### src/rtl/iq_corr_pkg.sv
// iq_corr_pkg
// Shared constants and helper functions for the IQ correction pipeline.
// - ident_coef  : fixed-point 1.0 for a given number of fractional bits
// - round_const : value added before the final shift (0 when truncating)
// - sat_max/min : signed clamp bounds for a given output width
// All helpers return longint so callers can size-cast into their own widths.
package iq_corr_pkg;

  function automatic longint ident_coef(input int gain_frac);
    return longint'(1) <<< gain_frac;
  endfunction

  function automatic longint round_const(input int gain_frac, input int round_en);
    if (round_en != 0 && gain_frac > 0) begin
      return longint'(1) <<< (gain_frac - 1);
    end
    return longint'(0);
  endfunction

  function automatic longint sat_max(input int out_w);
    return (longint'(1) <<< (out_w - 1)) - longint'(1);
  endfunction

  function automatic longint sat_min(input int out_w);
    return -(longint'(1) <<< (out_w - 1));
  endfunction

endpackage

### src/rtl/iq_corr_round_sat.sv
// iq_corr_round_sat
// Final pipeline stage for one channel: arithmetic shift of the (already
// rounding-biased) matrix sum, clamp to the OUT_W signed range, register.
// Ports:
//   clk, rst_n  : clock, asynchronous active-low reset
//   valid_i     : the sum on sum_i belongs to a real sample
//   sum_i       : wide signed matrix sum, rounding constant included
//   val_o       : registered OUT_W result (holds last value on bubbles)
//   clamp_o     : registered clamp flag, forced 0 on bubbles
module iq_corr_round_sat
  import iq_corr_pkg::*;
#(
  parameter int SUM_W     = 40,
  parameter int OUT_W     = 16,
  parameter int GAIN_FRAC = 12
) (
  input  logic                    clk,
  input  logic                    rst_n,
  input  logic                    valid_i,
  input  logic signed [SUM_W-1:0] sum_i,
  output logic signed [OUT_W-1:0] val_o,
  output logic                    clamp_o
);

  localparam logic signed [SUM_W-1:0] MAX_V = SUM_W'(sat_max(OUT_W));
  localparam logic signed [SUM_W-1:0] MIN_V = SUM_W'(sat_min(OUT_W));

  logic signed [SUM_W-1:0] shifted;
  logic signed [OUT_W-1:0] val_d, val_q;
  logic                    clamp_d, clamp_q;

  // Arithmetic shift floors; the bias added upstream turns it into round-half-up.
  assign shifted = sum_i >>> GAIN_FRAC;

  always_comb begin
    val_d   = shifted[OUT_W-1:0];
    clamp_d = 1'b0;
    if (shifted > MAX_V) begin
      val_d   = MAX_V[OUT_W-1:0];
      clamp_d = 1'b1;
    end else if (shifted < MIN_V) begin
      val_d   = MIN_V[OUT_W-1:0];
      clamp_d = 1'b1;
    end
  end

  always_ff @(posedge clk or negedge rst_n) begin
    if (!rst_n) begin
      val_q   <= '0;
      clamp_q <= 1'b0;
    end else begin
      if (valid_i) begin
        val_q <= val_d;
      end
      clamp_q <= valid_i & clamp_d;
    end
  end

  assign val_o   = val_q;
  assign clamp_o = clamp_q;

endmodule

### src/rtl/iq_correction_pipe.sv
// iq_correction_pipe
// Streaming IQ corrector: DC offset removal followed by a 2x2 gain/phase
// matrix with rounding and saturation. Four register stages, one sample
// per clock, no backpressure.
// Ports:
//   clk, rst_n                  : clock, asynchronous active-low reset
//   in_valid, in_real, in_imag  : input sample strobe and signed I/Q
//   cfg_b1, cfg_b2              : offsets added to I and Q
//   cfg_a11..cfg_a22            : signed matrix coefficients, GAIN_FRAC fraction bits
//   cfg_commit                  : capture all cfg_* into the shadow set
//   cfg_applied                 : pulse in the cycle the shadow set is loaded to active
//   out_valid, out_real/imag    : corrected sample and its strobe
//   out_sat                     : either channel clamped on this sample
//   sat_clear, sat_count        : saturated-sample counter (sticks at all-ones)
// Handshake: in_valid/out_valid are plain strobes; a sample is accepted on
// every rising edge where in_valid is high and leaves four edges later.
module iq_correction_pipe
  import iq_corr_pkg::*;
#(
  parameter int IN_W      = 14,
  parameter int OUT_W     = 16,
  parameter int GAIN_W    = 24,
  parameter int GAIN_FRAC = 12,
  parameter int ROUND     = 1,
  parameter int CNT_W     = 16
) (
  input  logic                     clk,
  input  logic                     rst_n,
  input  logic                     in_valid,
  input  logic signed [IN_W-1:0]   in_real,
  input  logic signed [IN_W-1:0]   in_imag,
  input  logic signed [IN_W-1:0]   cfg_b1,
  input  logic signed [IN_W-1:0]   cfg_b2,
  input  logic signed [GAIN_W-1:0] cfg_a11,
  input  logic signed [GAIN_W-1:0] cfg_a12,
  input  logic signed [GAIN_W-1:0] cfg_a21,
  input  logic signed [GAIN_W-1:0] cfg_a22,
  input  logic                     cfg_commit,
  output logic                     cfg_applied,
  output logic                     out_valid,
  output logic signed [OUT_W-1:0]  out_real,
  output logic signed [OUT_W-1:0]  out_imag,
  output logic                     out_sat,
  input  logic                     sat_clear,
  output logic [CNT_W-1:0]         sat_count
);

  localparam int SW    = IN_W + 1;
  localparam int PW    = IN_W + 1 + GAIN_W;
  localparam int SUM_W = IN_W + GAIN_W + 2;

  localparam logic signed [GAIN_W-1:0] A_ONE = GAIN_W'(ident_coef(GAIN_FRAC));
  localparam logic signed [SUM_W-1:0]  RND_C = SUM_W'(round_const(GAIN_FRAC, ROUND));

  typedef struct packed {
    logic signed [IN_W-1:0]   b1;
    logic signed [IN_W-1:0]   b2;
    logic signed [GAIN_W-1:0] a11;
    logic signed [GAIN_W-1:0] a12;
    logic signed [GAIN_W-1:0] a21;
    logic signed [GAIN_W-1:0] a22;
  } coef_t;

  localparam coef_t COEF_ID = '{b1: '0, b2: '0, a11: A_ONE, a12: '0, a21: '0, a22: A_ONE};

  coef_t cfg_in;
  coef_t shadow_q, active_q;
  logic  commit_q;

  assign cfg_in = '{b1: cfg_b1, b2: cfg_b2, a11: cfg_a11, a12: cfg_a12,
                    a21: cfg_a21, a22: cfg_a22};

  // Shadow captures on the commit edge; active follows one edge later, so a
  // sample accepted on that later edge still sees the old active set.
  always_ff @(posedge clk or negedge rst_n) begin
    if (!rst_n) begin
      shadow_q <= COEF_ID;
      active_q <= COEF_ID;
      commit_q <= 1'b0;
    end else begin
      if (cfg_commit) begin
        shadow_q <= cfg_in;
      end
      if (commit_q) begin
        active_q <= shadow_q;
      end
      commit_q <= cfg_commit;
    end
  end

  assign cfg_applied = commit_q;

  // S1: offset add; the gains are copied here so the sample carries them.
  logic                     v1_q;
  logic signed [SW-1:0]     s1_r_q, s1_i_q;
  logic signed [GAIN_W-1:0] c1_a11_q, c1_a12_q, c1_a21_q, c1_a22_q;
  // S2: products
  logic                     v2_q;
  logic signed [PW-1:0]     p11_q, p12_q, p21_q, p22_q;
  // S3: matrix sums with rounding bias
  logic                     v3_q;
  logic signed [SUM_W-1:0]  sum_r_q, sum_i_q;
  // S4 valid (data lives in the round/sat instances)
  logic                     v4_q;

  always_ff @(posedge clk or negedge rst_n) begin
    if (!rst_n) begin
      v1_q     <= 1'b0;
      s1_r_q   <= '0;
      s1_i_q   <= '0;
      c1_a11_q <= '0;
      c1_a12_q <= '0;
      c1_a21_q <= '0;
      c1_a22_q <= '0;
      v2_q     <= 1'b0;
      p11_q    <= '0;
      p12_q    <= '0;
      p21_q    <= '0;
      p22_q    <= '0;
      v3_q     <= 1'b0;
      sum_r_q  <= '0;
      sum_i_q  <= '0;
      v4_q     <= 1'b0;
    end else begin
      v1_q     <= in_valid;
      s1_r_q   <= SW'(in_real) + SW'(active_q.b1);
      s1_i_q   <= SW'(in_imag) + SW'(active_q.b2);
      c1_a11_q <= active_q.a11;
      c1_a12_q <= active_q.a12;
      c1_a21_q <= active_q.a21;
      c1_a22_q <= active_q.a22;

      v2_q  <= v1_q;
      p11_q <= PW'(c1_a11_q) * PW'(s1_r_q);
      p12_q <= PW'(c1_a12_q) * PW'(s1_i_q);
      p21_q <= PW'(c1_a21_q) * PW'(s1_r_q);
      p22_q <= PW'(c1_a22_q) * PW'(s1_i_q);

      v3_q    <= v2_q;
      sum_r_q <= SUM_W'(p11_q) + SUM_W'(p12_q) + RND_C;
      sum_i_q <= SUM_W'(p21_q) + SUM_W'(p22_q) + RND_C;

      v4_q <= v3_q;
    end
  end

  logic clamp_r, clamp_i;

  iq_corr_round_sat #(
    .SUM_W    (SUM_W),
    .OUT_W    (OUT_W),
    .GAIN_FRAC(GAIN_FRAC)
  ) u_rs_real (
    .clk    (clk),
    .rst_n  (rst_n),
    .valid_i(v3_q),
    .sum_i  (sum_r_q),
    .val_o  (out_real),
    .clamp_o(clamp_r)
  );

  iq_corr_round_sat #(
    .SUM_W    (SUM_W),
    .OUT_W    (OUT_W),
    .GAIN_FRAC(GAIN_FRAC)
  ) u_rs_imag (
    .clk    (clk),
    .rst_n  (rst_n),
    .valid_i(v3_q),
    .sum_i  (sum_i_q),
    .val_o  (out_imag),
    .clamp_o(clamp_i)
  );

  assign out_valid = v4_q;
  assign out_sat   = clamp_r | clamp_i;

  // Saturation counter, fed by the registered output flags. A clear that
  // coincides with a saturated output restarts the count at one.
  logic             sat_evt;
  logic [CNT_W-1:0] cnt_d, cnt_q;

  assign sat_evt = v4_q & out_sat;

  always_comb begin
    cnt_d = cnt_q;
    if (sat_clear) begin
      cnt_d = sat_evt ? CNT_W'(1) : '0;
    end else if (sat_evt && (cnt_q != '1)) begin
      cnt_d = cnt_q + CNT_W'(1);
    end
  end

  always_ff @(posedge clk or negedge rst_n) begin
    if (!rst_n) begin
      cnt_q <= '0;
    end else begin
      cnt_q <= cnt_d;
    end
  end

  assign sat_count = cnt_q;

endmodule

### config.mk
export PLATFORM = sky130hd
export DESIGN_NAME = iq_correction_pipe
export DESIGN_NICKNAME = d
export VERILOG_FILES = /design/src/rtl/iq_corr_pkg.sv /design/src/rtl/iq_corr_round_sat.sv /design/src/rtl/iq_correction_pipe.sv
export SDC_FILE = /design/constraint.sdc
export NUM_CORES = 2
export LEC_CHECK = 0
export BUFFER_PORTS_ARGS = -buffer_cell sky130_fd_sc_hd__buf_2
export CAP_MARGIN = 10
export CORE_ASPECT_RATIO = 0.6
export CORE_UTILIZATION = 44
export CTS_BUF_LIST = sky130_fd_sc_hd__clkbuf_4 sky130_fd_sc_hd__clkbuf_8 sky130_fd_sc_hd__clkbuf_16
export CTS_CLUSTER_SIZE = 8
export DETAILED_ROUTE_END_ITERATION = 8
export RECOVER_POWER = 25
export SETUP_SLACK_MARGIN = 0.5
export SLEW_MARGIN = 20
export SYNTH_ARGS = -nofsm -noshare
export SYNTH_HDL_FRONTEND = slang
export SYNTH_HIERARCHICAL = 1
export SYNTH_SLANG_ARGS = --single-unit
### constraint.sdc
create_clock -name clk -period 9.3 [get_ports clk]
set_input_delay 1.86 -clock clk [delete_from_list [all_inputs] [get_ports clk]]
set_output_delay 1.86 -clock clk [all_outputs]
set_load 0.05 [all_outputs]
* Word level (Yosys, flattened, before mapping)
Index checks and enable logic that the tools add are counted.
** Word-level totals
- Flip-flop bits (word level) :: 665
- Bits of input ports :: 157
- Output and inout port bits :: 51
- Word-level logic and storage cells :: 67
** Cells by class
- Add/subtract/negate cells :: 7
- $mul :: 4
- Magnitude comparators :: 4
- Equality and inequality tests :: 1
- Multiplexer cells :: 11
- Bitwise operators :: 4
- Reductions and logical operators :: 2
** Operator list (number)
- $mul A24 B15 Y39 :: 4
- $mux W16 :: 6
- $add A39 B39 Y40 :: 2
- $add A40 B13 Y40 const B :: 2
- $gt A28 B16 Y1 const B :: 2
- $lt A28 B16 Y1 const B :: 2
- $add A14 B14 Y15 :: 2
- $add A16 B1 Y16 const B :: 1
- $ne A16 B16 Y1 const B :: 1
- $mux W1 :: 5
- $and A1 B1 Y1 :: 3
- $reduce_bool A2 Y1 :: 1
- $logic_and A1 B1 Y1 :: 1
- $or A1 B1 Y1 :: 1

* Logic depth before layout (Yosys ltp)
- Word-level depth :: 5
- Mapped depth :: 25

* By module
The synthesis kept the hierarchy.
** By module, submodules not included
- iq_correction_pipe :: instances 1, cells an instance 7313, area an instance 74601.5 um^2
- iq_corr_round_sat :: instances 2, cells an instance 80, area an instance 913.4 um^2

* Worst setup path before layout
OpenSTA, ideal clock, no wires.
- Path kind :: register to register
- Start :: register s1_r_q[6]
- End :: register p21_q[37]
- Arrival time :: 6.253 ns
- Slack :: 2.925 ns
- Cell stages (with the launch flop) :: 26
- Buffers on the path :: 2
- Clock period less this slack :: 6.375 ns
- Cell sequence :: dfrtp_1 > clkbuf_1 > clkbuf_1 > nand2_1 > fa_1 > inv_1 > fa_1 > inv_1 > fa_1 > inv_1 > fa_1 > fa_1 > inv_1 > fa_1 > inv_1 > ha_1 > a21o_1 > a21o_1 > a21o_1 > a31oi_1 > o21ai_1 > a211oi_1 > nor3_1 > or3_1 > o311a_1 > xor2_1
** Between the ends
- Word-level cells in the longest chain between the ends :: 1
** RTL lines
- start, declared :: line iq_correction_pipe.sv:95 : logic signed [SW-1:0] s1_r_q, s1_i_q;
- start signal, assigned :: line iq_correction_pipe.sv:126 : s1_r_q <= SW'(in_real) + SW'(active_q.b1);
- $mul A24 B15 Y39 :: line iq_correction_pipe.sv:136 : p21_q <= PW'(c1_a21_q) * PW'(s1_r_q);
- end signal, assigned :: line iq_correction_pipe.sv:136
- end, declared :: line iq_correction_pipe.sv:99 : logic signed [PW-1:0] p11_q, p12_q, p21_q, p22_q;
No other way between the ends.
A chain may end at the register's enable or synchronous reset.

* Worst setup path in the final report
- Start :: register s1_r_q[0]
- End :: register p21_q[37]
Same word-level chain as after synthesis.

==> out/results.txt <==
Setup repair after global routing left no endpoint under its margin. The half-perimeter wire length after placement was 148,000 um; the number of antenna violations at the first check in global routing was 3. The final critical delay including setup and external delays came out at 7.81 ns. During I/O placement, the number of pins put on the boundary was 208. Once the clock tree was built, the setup fixing pass inserted 0 buffers. In the final routed layout, each cell accounts on average for 19.5 um. The first-iteration detailed-routing DRC count was 3,487; the count of antenna diodes in the layout was 0. After routing, the total negative slack on setup checks comes to 0 ns. Of all nets on the critical path, the largest fanout is 40. The number of nets in the synthesized netlist is 9,513. The flow ran to the end, but the final reports show violations. The floorplan step defined a die boundary enclosing 173,000 um2. The final layout contains routed wiring with a total length of 190,000 um. Across the routed clock network, the largest skew measured is 0.0756 ns. The final layout contains 9,571 nets. The tools report the placement row count as 117. Timing would allow up to 0.128 GHz. Dividing the detail-routed via count by the number of cells gives 5.17.

The critical path capture point type was a flop. For the pin with the worst max-slew slack, the measured transition is 3.99 ns. The tools report the sum of met3 wire segment lengths after detailed routing as 14,000 um. For this run, the total global-route usage over all layers was measured as 23.0%.

Synthesis produced a netlist whose cell count is 7,413. The worst setup path is launched from a flop. The class of the most critical setup path was flop to flop.

The logs give 50,500 for the overall via count from detail_route and 8.40 ns for the worst path arrival time. The post-route netlist has 9.05% of its cells at a drive strength greater than 1. The clock transition at the register clock pins on the worst setup and hold paths after CTS works out to 0.06 ns.

Entering global routing, the biggest net connects 151 pins. The max capacitance violation total was 7; the number of buffers on the longest clock path was 3. The number of warnings issued by yosys was 6; the post-route antenna net violation count was 0. Summing all multi-input logic gate instances after layout gives 52,700 um2.

Measured along the x axis, the die boundary spans 537 um. The tools report the final count of hold timing violations as 0. The CTS buffer count was 91; the count of pins over their slew limit was 336. For this configuration, the core starts out at a cell density of 44.4%. The core box area was 170,000 um2. Clock tree root buffer cell: sky130_fd_sc_hd__clkbuf_16. For the number of setup violations in the final report, the log shows 0. In this run the critical register-to-register path is launched from s1_r_q[0]$_DFF_PN0_. The highest layer touched by signal routing is met4. Post-CTS repair changed the size of 0 cells.

The post-synthesis average cell area came out at 10.2 um2. The post-route fraction of the period consumed by the critical path is 84.0%, and the weighted congestion reported at the end of routability-driven placement is 0.895. In this run, post-CTS hold repair placed 0 buffers. The logs give 75,600 um2 for the post-synthesis instance area and -166% for the worst slew margin relative to its limit. The area added between synthesis and finish was 7.48%; the global-route wire length before repair was 311,000 um. The number of global-route vias before repair was 54,800; the wire length on met2 was 80,000 um. The total overflow left after global routing is 0. The detailed-route DRC error count came out at 0. The first detailed-routing pass took 5 iterations. The type of the tightest min-delay check was flop to flop.

The logs give 92,300 um for the sum of routed wire segments on met1 and 0.72 ns for the latest clock arrival within the worst-skew pair. TritonCTS built the clock tree. The H-tree depth came out at 3. The clock net sink count came out at 641.

The checks that failed: max-capacitance violations, max-slew violations. The sequential cells in the finished layout cover a total of 16,100 um2. The layout has 15,800 filler cells.

The number of port buffers came out at 207. The tools report the data required time of the worst path as 9.89 ns. Worst setup path startpoint: s1_r_q[0]$_DFF_PN0_. The floorplan step set the die height to 323 um. In this run the most critical hold path is launched from v2_q$_DFF_PN0_.
## cell usage in the layout (no fill, tap or decap), types with 15 or more instances in the layout
cell type,n
sky130_fd_sc_hd__nor3_1,34
sky130_fd_sc_hd__o21bai_1,32
sky130_fd_sc_hd__buf_4,43
sky130_fd_sc_hd__nand2_1,969
sky130_fd_sc_hd__mux2_2,248
sky130_fd_sc_hd__ha_1,583
sky130_fd_sc_hd__a211oi_1,19
sky130_fd_sc_hd__nor2_1,219
sky130_fd_sc_hd__a21o_1,98
sky130_fd_sc_hd__and3_1,22
sky130_fd_sc_hd__nand2b_1,39
sky130_fd_sc_hd__o21ai_1,20
sky130_fd_sc_hd__inv_1,1489
sky130_fd_sc_hd__and2_1,475
sky130_fd_sc_hd__o22ai_1,19
sky130_fd_sc_hd__dfrtp_1,633
sky130_fd_sc_hd__clkbuf_16,91
sky130_fd_sc_hd__buf_2,205
sky130_fd_sc_hd__xor2_1,60
sky130_fd_sc_hd__fa_1,1360
sky130_fd_sc_hd__a31oi_1,17
sky130_fd_sc_hd__xnor2_1,186
sky130_fd_sc_hd__nand3_1,40
sky130_fd_sc_hd__nand4_1,24
sky130_fd_sc_hd__o21ai_0,126
sky130_fd_sc_hd__o21a_1,25
sky130_fd_sc_hd__a21oi_1,183
sky130_fd_sc_hd__clkbuf_4,15
sky130_fd_sc_hd__nor2b_1,26
## layout make-up
type / instances / area share [%]
Multi-Input combinational cell: 4989 / 64.9
Sequential cell: 641 / 19.8
Inverter: 1490 / 6.89
Tap cell: 2261 / 3.48
Clock buffer: 108 / 2.98
Timing Repair Buffer: 258 / 1.78
Clock inverter: 9 / 0.226
## final timing paths
path                                             endpoint  cells past startpoint  slack, ns
max                                   p21_q[37]$_DFF_PN0_                     24       1.49
min in group asynchronous            s1_r_q[14]$_DFF_PN0_                      1       2.51
min reg2reg                                v3_q$_DFF_PN0_                      0       0.35
min                                        v3_q$_DFF_PN0_                      0       0.35
max reg2reg                           p21_q[37]$_DFF_PN0_                     24       1.49
max in group asynchronous  u_rs_real/val_o[6]$_DFFE_PN0P_                      3       2.70
## per-stage QoR
| stage | hold slack [ns] | worst slack (ns) | util [%] | cell area, um2 | instances |
|---|---|---|---|---|---|
| 2_1_floorplan | 0.331 | 2.93 | - | 75600 | 7413 |
| 3_3_place_gp | 0.335 | 1.72 | 46.3 | 78700 | 9639 |
| 3_5_place_dp | 0.335 | 1.67 | 46.3 | 78700 | 9639 |
| 4_1_cts | 0.347 | 1.65 | 47.8 | 81300 | 9756 |
| 5_1_grt | 0.354 | 1.18 | 47.7 | 81200 | 9756 |
| 6_report | 0.346 | 1.49 | 47.7 | 81200 | 9756 |
## per-layer routing
layer | vias to the layer above | GRT usage, %
met1 | 26100 | 35.1
li1 | 22600 | -
met5 | - | 0
met2 | 1577 | 34.0
met3 | 233 | 4.22
met4 | 0 | 4.80
## worst max-delay path, stage by stage (launching register included)
cell and delay, ns:
sky130_fd_sc_hd__dfrtp_1 0.59, sky130_fd_sc_hd__buf_4 0.55, sky130_fd_sc_hd__nand2_1 0.19, sky130_fd_sc_hd__inv_1 0.19, sky130_fd_sc_hd__fa_1 0.49, sky130_fd_sc_hd__inv_1 0.17, sky130_fd_sc_hd__fa_1 0.44, sky130_fd_sc_hd__inv_1 0.09
sky130_fd_sc_hd__fa_1 0.45, sky130_fd_sc_hd__fa_1 0.52, sky130_fd_sc_hd__fa_1 0.49, sky130_fd_sc_hd__inv_1 0.05, sky130_fd_sc_hd__fa_1 0.47, sky130_fd_sc_hd__inv_1 0.04, sky130_fd_sc_hd__ha_1 0.34, sky130_fd_sc_hd__a21o_1 0.24
sky130_fd_sc_hd__o21bai_1 0.17, sky130_fd_sc_hd__a21oi_1 0.14, sky130_fd_sc_hd__o21ai_0 0.13, sky130_fd_sc_hd__a21o_1 0.24, sky130_fd_sc_hd__a211oi_1 0.84, sky130_fd_sc_hd__nor3_1 0.13, sky130_fd_sc_hd__or3_1 0.41, sky130_fd_sc_hd__o311a_1 0.12
sky130_fd_sc_hd__xor2_1 0.14
## state kept, by name, indices dropped and copies added (netlist names), 28 cells and up
register and flops:
sum_i_q 28, p11_q 39, p22_q 39, sum_r_q 28, active_q 124, shadow_q 124
p12_q 39, p21_q 39
Power is not shown: default switching activity piles up to over one toggle a cycle in this logic, so the estimate is an artifact.
